`src/rtl/tpu_layer_sequencer.sv`:
```
// -----------------------------------------------------------------------------
// tpu_layer_sequencer
//
// Control sequencer for an N-layer fully-connected inference pipeline. It runs
// the layer engines one at a time. Each layer gets a one-cycle reset pulse and
// then an enable. The sequencer waits for that layer's done and then chains to
// the next layer. After the last layer it latches the argmax class index and
// raises done. layer_sel steers the shared weight ROM / MultAdder muxes.
//
// Optional build macro: SEQ_TIMEOUT_EN
//   Defined   : adds a TO_W-bit per-layer watchdog. If a layer stays in RUN
//               for TIMEOUT_CYCLES cycles without done, the run aborts.
//               timeout, done and num_out = all ones are reported.
//   Undefined : no watchdog is built, timeout is tied low, and RUN waits
//               indefinitely.
//
// Ports:
//   clk             in   system clock, rising edge
//   iRst_n          in   asynchronous active-low reset
//   ena             in   clock enable; low freezes all state and outputs
//   start           in   start request, sampled in IDLE/DONE only
//   layer_done      in   [NUM_LAYERS] per-layer done (only active bit observed)
//   layer_overflow  in   [NUM_LAYERS] per-layer overflow, sampled with done
//   class_idx       in   [IDX_W] argmax of the final layer output
//   layer_ena       out  [NUM_LAYERS] one-hot enable of the active layer
//   layer_rstn      out  [NUM_LAYERS] active-low per-layer reset pulse
//   layer_sel       out  [SEL_W] index of the active layer
//   num_out         out  [IDX_W] latched classification result
//   overflow        out  sticky OR of completed-layer overflows of this run
//   busy            out  run in progress
//   done            out  result valid until the next accepted start
//   timeout         out  watchdog abort flag
// -----------------------------------------------------------------------------
module tpu_layer_sequencer #(
  parameter int NUM_LAYERS     = 2,
  parameter int SEL_W          = 4,
  parameter int IDX_W          = 4,
  parameter int TIMEOUT_CYCLES = 65535,
  parameter int TO_W           = 16
) (
  input  logic                  clk,
  input  logic                  iRst_n,
  input  logic                  ena,
  input  logic                  start,
  input  logic [NUM_LAYERS-1:0] layer_done,
  input  logic [NUM_LAYERS-1:0] layer_overflow,
  input  logic [IDX_W-1:0]      class_idx,
  output logic [NUM_LAYERS-1:0] layer_ena,
  output logic [NUM_LAYERS-1:0] layer_rstn,
  output logic [SEL_W-1:0]      layer_sel,
  output logic [IDX_W-1:0]      num_out,
  output logic                  overflow,
  output logic                  busy,
  output logic                  done,
  output logic                  timeout
);

  localparam logic [1:0] S_IDLE = 2'd0;
  localparam logic [1:0] S_LRST = 2'd1;
  localparam logic [1:0] S_RUN  = 2'd2;
  localparam logic [1:0] S_DONE = 2'd3;

  localparam logic [SEL_W-1:0] LAST_SEL = SEL_W'(NUM_LAYERS - 1);

  // Reject parameter sets that cannot be addressed or counted.
  if ((NUM_LAYERS < 1) || (NUM_LAYERS > 16) || (((NUM_LAYERS - 1) >> SEL_W) != 0)) begin : g_bad_layers
    $error("tpu_layer_sequencer: NUM_LAYERS out of range or SEL_W too narrow");
  end
  if ((TO_W < 1) || (TIMEOUT_CYCLES < 1) || ((TIMEOUT_CYCLES >> TO_W) != 0)) begin : g_bad_timeout
    $error("tpu_layer_sequencer: TIMEOUT_CYCLES does not fit TO_W");
  end

  // One-hot decode of a layer index.
  function automatic logic [NUM_LAYERS-1:0] sel_onehot(input logic [SEL_W-1:0] sel);
    logic [NUM_LAYERS-1:0] v;
    v = {NUM_LAYERS{1'b0}};
    for (int i = 0; i < NUM_LAYERS; i++) begin
      v[i] = (sel == SEL_W'(i));
    end
    return v;
  endfunction

  logic [1:0]            state_r, state_s;
  logic [SEL_W-1:0]      sel_r, sel_s, nxt_sel_s;
  logic [NUM_LAYERS-1:0] ena_r, ena_s;
  logic [NUM_LAYERS-1:0] rstn_r, rstn_s;
  logic [NUM_LAYERS-1:0] cur_oh_s;
  logic [IDX_W-1:0]      num_r, num_s;
  logic                  ovf_r, ovf_s;
  logic                  busy_r, busy_s;
  logic                  done_r, done_s;
  logic                  act_done_s, act_ovf_s;

`ifdef SEQ_TIMEOUT_EN
  localparam logic [TO_W-1:0] WD_LAST = TO_W'(TIMEOUT_CYCLES - 1);
  logic [TO_W-1:0] wd_r, wd_s;
  logic            to_r, to_s;
`endif

  // Only the active layer's done/overflow bits are ever looked at.
  assign cur_oh_s   = sel_onehot(sel_r);
  assign act_done_s = |(layer_done & cur_oh_s);
  assign act_ovf_s  = |(layer_overflow & cur_oh_s);
  assign nxt_sel_s  = sel_r + SEL_W'(1);

  // Next-state and next-output computation for the layer sequencing FSM.
  always_comb begin
    state_s = state_r;
    sel_s   = sel_r;
    ena_s   = ena_r;
    rstn_s  = {NUM_LAYERS{1'b1}};
    num_s   = num_r;
    ovf_s   = ovf_r;
    busy_s  = busy_r;
    done_s  = done_r;
`ifdef SEQ_TIMEOUT_EN
    wd_s    = wd_r;
    to_s    = to_r;
`endif
    case (state_r)
      S_IDLE, S_DONE: begin
        if (start) begin
          // num_out deliberately keeps the previous result until completion.
          state_s = S_LRST;
          sel_s   = {SEL_W{1'b0}};
          ena_s   = sel_onehot({SEL_W{1'b0}});
          rstn_s  = ~sel_onehot({SEL_W{1'b0}});
          busy_s  = 1'b1;
          done_s  = 1'b0;
          ovf_s   = 1'b0;
`ifdef SEQ_TIMEOUT_EN
          to_s    = 1'b0;
`endif
        end else begin
          ena_s   = {NUM_LAYERS{1'b0}};
        end
      end
      S_LRST: begin
        // The reset pulse is in flight this cycle; layer_done is not trusted yet.
        state_s = S_RUN;
`ifdef SEQ_TIMEOUT_EN
        wd_s    = {TO_W{1'b0}};
`endif
      end
      S_RUN: begin
        if (act_done_s) begin
          ovf_s = ovf_r | act_ovf_s;
          if (sel_r == LAST_SEL) begin
            num_s   = class_idx;
            ena_s   = {NUM_LAYERS{1'b0}};
            busy_s  = 1'b0;
            done_s  = 1'b1;
            state_s = S_DONE;
          end else begin
            // Old enable drops on the same edge the new one rises.
            sel_s   = nxt_sel_s;
            ena_s   = sel_onehot(nxt_sel_s);
            rstn_s  = ~sel_onehot(nxt_sel_s);
            state_s = S_LRST;
          end
        end else begin
`ifdef SEQ_TIMEOUT_EN
          if (wd_r == WD_LAST) begin
            // Abort: all-ones result marks the output as invalid.
            ena_s   = {NUM_LAYERS{1'b0}};
            to_s    = 1'b1;
            done_s  = 1'b1;
            busy_s  = 1'b0;
            num_s   = {IDX_W{1'b1}};
            state_s = S_DONE;
          end else begin
            wd_s    = wd_r + TO_W'(1);
          end
`else
          state_s = S_RUN;
`endif
        end
      end
      default: begin
        state_s = S_IDLE;
        ena_s   = {NUM_LAYERS{1'b0}};
        busy_s  = 1'b0;
      end
    endcase
  end

  // State and output registers; ena low holds everything.
  always_ff @(posedge clk or negedge iRst_n) begin
    if (!iRst_n) begin
      state_r <= S_IDLE;
      sel_r   <= {SEL_W{1'b0}};
      ena_r   <= {NUM_LAYERS{1'b0}};
      rstn_r  <= {NUM_LAYERS{1'b1}};
      num_r   <= {IDX_W{1'b0}};
      ovf_r   <= 1'b0;
      busy_r  <= 1'b0;
      done_r  <= 1'b0;
    end else if (ena) begin
      state_r <= state_s;
      sel_r   <= sel_s;
      ena_r   <= ena_s;
      rstn_r  <= rstn_s;
      num_r   <= num_s;
      ovf_r   <= ovf_s;
      busy_r  <= busy_s;
      done_r  <= done_s;
    end
  end

`ifdef SEQ_TIMEOUT_EN
  // Watchdog counter and abort flag registers.
  always_ff @(posedge clk or negedge iRst_n) begin
    if (!iRst_n) begin
      wd_r <= {TO_W{1'b0}};
      to_r <= 1'b0;
    end else if (ena) begin
      wd_r <= wd_s;
      to_r <= to_s;
    end
  end
  assign timeout = to_r;
`else
  assign timeout = 1'b0;
`endif

  assign layer_ena  = ena_r;
  assign layer_rstn = rstn_r;
  assign layer_sel  = sel_r;
  assign num_out    = num_r;
  assign overflow   = ovf_r;
  assign busy       = busy_r;
  assign done       = done_r;

endmodule

```
`config.mk`:
```
export PLATFORM = sky130hd
export DESIGN_NAME = tpu_layer_sequencer
export DESIGN_NICKNAME = d
export VERILOG_FILES = /design/src/rtl/tpu_layer_sequencer.sv
export SDC_FILE = /design/constraint.sdc
export NUM_CORES = 1
export LEC_CHECK = 0
export CORE_MARGIN = 3
export CORE_UTILIZATION = 43
export CTS_BUF_LIST = sky130_fd_sc_hd__clkbuf_8
export CTS_CLUSTER_DIAMETER = 40
export DETAILED_ROUTE_END_ITERATION = 12
export GPL_TIMING_DRIVEN = 0
export HOLD_SLACK_MARGIN = 0.12
export PLACE_DENSITY = 0.76
export SLEW_MARGIN = 20
export SYNTH_ARGS = -nofsm -noshare
export SYNTH_HDL_FRONTEND = slang
export SYNTH_SLANG_ARGS = --single-unit
```
`constraint.sdc`:
```
create_clock -name clk -period 2.02 [get_ports clk]
set_input_delay 0.404 -clock clk [delete_from_list [all_inputs] [get_ports clk]]
set_output_delay 0.404 -clock clk [all_outputs]
set_load 0.05 [all_outputs]
```
==> results.md <==
- Library cells used by synthesis: 34
- DIE HEIGHT: 53.0 um
- CP startpoint kind: flop
- Nets: 145
- DR vias: 784
- Slew headroom: 0.501
- Die area: 0.00281 mm^2
- Sequential area share after synthesis: 0.451
- Drt drc: 0
- Dominant synthesized flop cell: dfrtp_1
- Row count: 16
- Root buffer selected by CTS: clkbuf_8
- Status: finished clean
- Clk_skew: 0.00257 ns
- Critical Path Sink Type: output pin
- Peak supply drop: 1.06 mV
- Fmax: 506 MHz
- Routed len/inst: 14.6 um
- Synth warnings: 0
- Syn avg cell area: 10.7 um^2
- Setup WS pre-CTS: -0.262 ns
- Final period utilization: 0.978
- Max FO, Critical Path: 2
- WP buf/inv: 1
- Setup Viol. Count Final: 0
- Worst path max stage delay: 0.79 ns
- CTS Buffer Depth: 2
- Total nets after synthesis: 108
- Post-synthesis register bit count: 17
- Period minus WS final: 1.97 ns
- Grt total ovfl: 0
- First-pass GRT wire length: 3.73 mm
- H-tree levels: 1
- Crit-path cells: clkdlybuf4s50_1
- Clk Latency, worst-skew pair: 0.25 ns
- Vias/cell: 5.16
- I/O pin total: 28
- Fin. max-slew vios: 0
- Final Hold Fails: 0
- Initial DRC count: 10
- Final Wtd Congestion: 0.842
- Finished Cell Area: 0.00139 mm^2
- GRT Total Usage: 0.186
- Starting Density: 0.470
- Asr flop ratio synth: 1.00
- Drt total wl: 2.22 mm
- CTS sink count: 17
- Worst Hold Class: reg2reg
- Worst EP required: 1.62 ns
- Number of CTS-inserted buffers: 3
- Initial antenna violation count: 0
- Number of global-route vias before repair: 779
- Setup TNS: 0 ns
- Final ANT Viol Nets: 0
- Placed instance area: 0.00127 mm^2
- LEAKAGE: 0.664 nW
- Slew at the pin with the worst max-slew slack: 0.746 ns
- Unrepaired setup endpoints after global routing: no
- Synth top area share: 0.395
- Critical path's top delay family: buffers and inverters
- Final worst slack: 0.0453 ns
- Cells after synthesis: 89
- Number of flops mapped to enable cells by yosys: 0
- TritonRoute pass-1 iters: 4
- Core region area: 0.00202 mm^2
- Most instantiated cells after synthesis: dfrtp_1 (15), nand2_1 (8), ha_1 (7), inv_1 (6), nor2_1 (6)
- Synth top area cells: dfrtp_1 (40%), ha_1 (9.2%), mux2_4 (6.3%)
- Largest net degree at the start of global routing: 18
- Multi-input gate area: 515 um^2
- I/O Buffers: 26
- Cell area after synthesis: 950 um^2
- Worst path slowest cell: clkdlybuf4s50_1
- Critical path class: reg2out
- Max Cap Violations: 0
- Arr. time, crit path: 1.57 ns
- Top-count cell post-synth: dfrtp_1
- Fill cell total of the finished layout: 169
- Area Overhead vs Synth: 46.2%
- CTS tree: done
- CTS clk-pin slew, worst paths: 0.07 ns
- Post-DP HPWL: 1.61 mm
- Pwr/cell area: 1540 mW/mm^2
- Cell taking the most area after synthesis: dfrtp_1
- Die X: 53.0 um
- Fraction of layout cells with a size suffix above 1: 0.288
- Antenna fix cells: 0
- Register area: 430 um^2
## path summary, 6_finish.rpt
check,depth (start not counted),end,slack [ns],startpoint
worst max-delay path,1,layer_rstn[0],0.05,layer_rstn[0]
max in group asynchronous,1,layer_sel[1],0.91,iRst_n
worst max register to register,6,num_out[3],0.05,layer_sel[1]
worst min register to register,1,done,0.51,done
min in group asynchronous,1,state_r[1],0.59,iRst_n
worst min-delay path,1,done,0.51,done
## cell type report
cell class,count,area share
Clock inverter,1,0.00360
Inverter,7,0.0207
Buffer,1,0.00541
Sequential cell,17,0.310
Tap cell,27,0.0243
Clock buffer,3,0.0297
Multi-Input combinational cell,62,0.371
Timing Repair Buffer,34,0.235
## cell families after synthesis
kind of cell	count (synthesis)	synth area share
flops	17	0.451
fa+ha+maj	7	0.0922
buf+inv	10	0.0593
simple gates	27	0.148
compound gates	20	0.149
other cells	1	0.00395
mux	7	0.0975
## timing repair
action / in CTS / in global routing
gates resized for setup: 7 / 5
hold buffers: 0 / 0
buffers inserted: 8 / 0
gates cloned: 0 / 0
endpoints found under the setup margin: 6 / 11
pin swaps: 3 / 0
## registers in the layout, indices dropped and copies added (netlist names)
signal and count:
done 1, layer_ena 2, num_out 4, busy 1
state_r 2, layer_sel 4, layer_rstn 2, overflow 1
## metal layers
| layer | vias to the layer above | global-route usage | part of all wire |
|---|---|---|---|
| met3 | 2 | 0.0563 | 0.061 |
| met4 | 0 | 0.0511 | 0.0036 |
| met5 | - | 0 | 0 |
| met2 | 23 | 0.275 | 0.48 |
| li1 | 384 | - | - |
| met1 | 375 | 0.261 | 0.45 |
## through the flow
stage                     hold WS, ns  instances  total power, mW   util
after global routing            0.539        152             2.28  0.687
after detailed placement        0.489        142             1.77  0.626
after floorplan                 0.108         89             1.40      -
after CTS                       0.514        152             2.14  0.681
after global placement          0.484        142             1.74  0.626
final                           0.510        152             2.14  0.687
## power breakdown
part / internal, mW / switching [mW]
registers: 0.480 / 0.0854
clock network: 0.137 / 0.115
logic: 0.543 / 0.781
total: 1.16 / 0.982
## placed cells by master, fill, tap and decap left out, types with 2 or more instances in the layout
master           netlist  final
clkdlybuf4s50_1        0     22
dfstp_2                2      2
nand2_1                8      8
a21oi_1                3      3
a22o_1                 4      4
nor2_1                 6      6
nor2b_1                2      2
o21ai_0                3      3
nor4_1                 2      2
dfrtp_2                0      2
dlymetal6s2s_1         0      3
buf_4                  1      9
a31oi_1                2      2
inv_1                  6      3
dfrtp_1               15     13
clkbuf_8               0      3
mux2_2                 2      2
inv_2                  1      3
ha_1                   7      4
ha_4                   0      3
mux2_4                 4      4
Note: power is estimated with default switching activity, not from simulation.
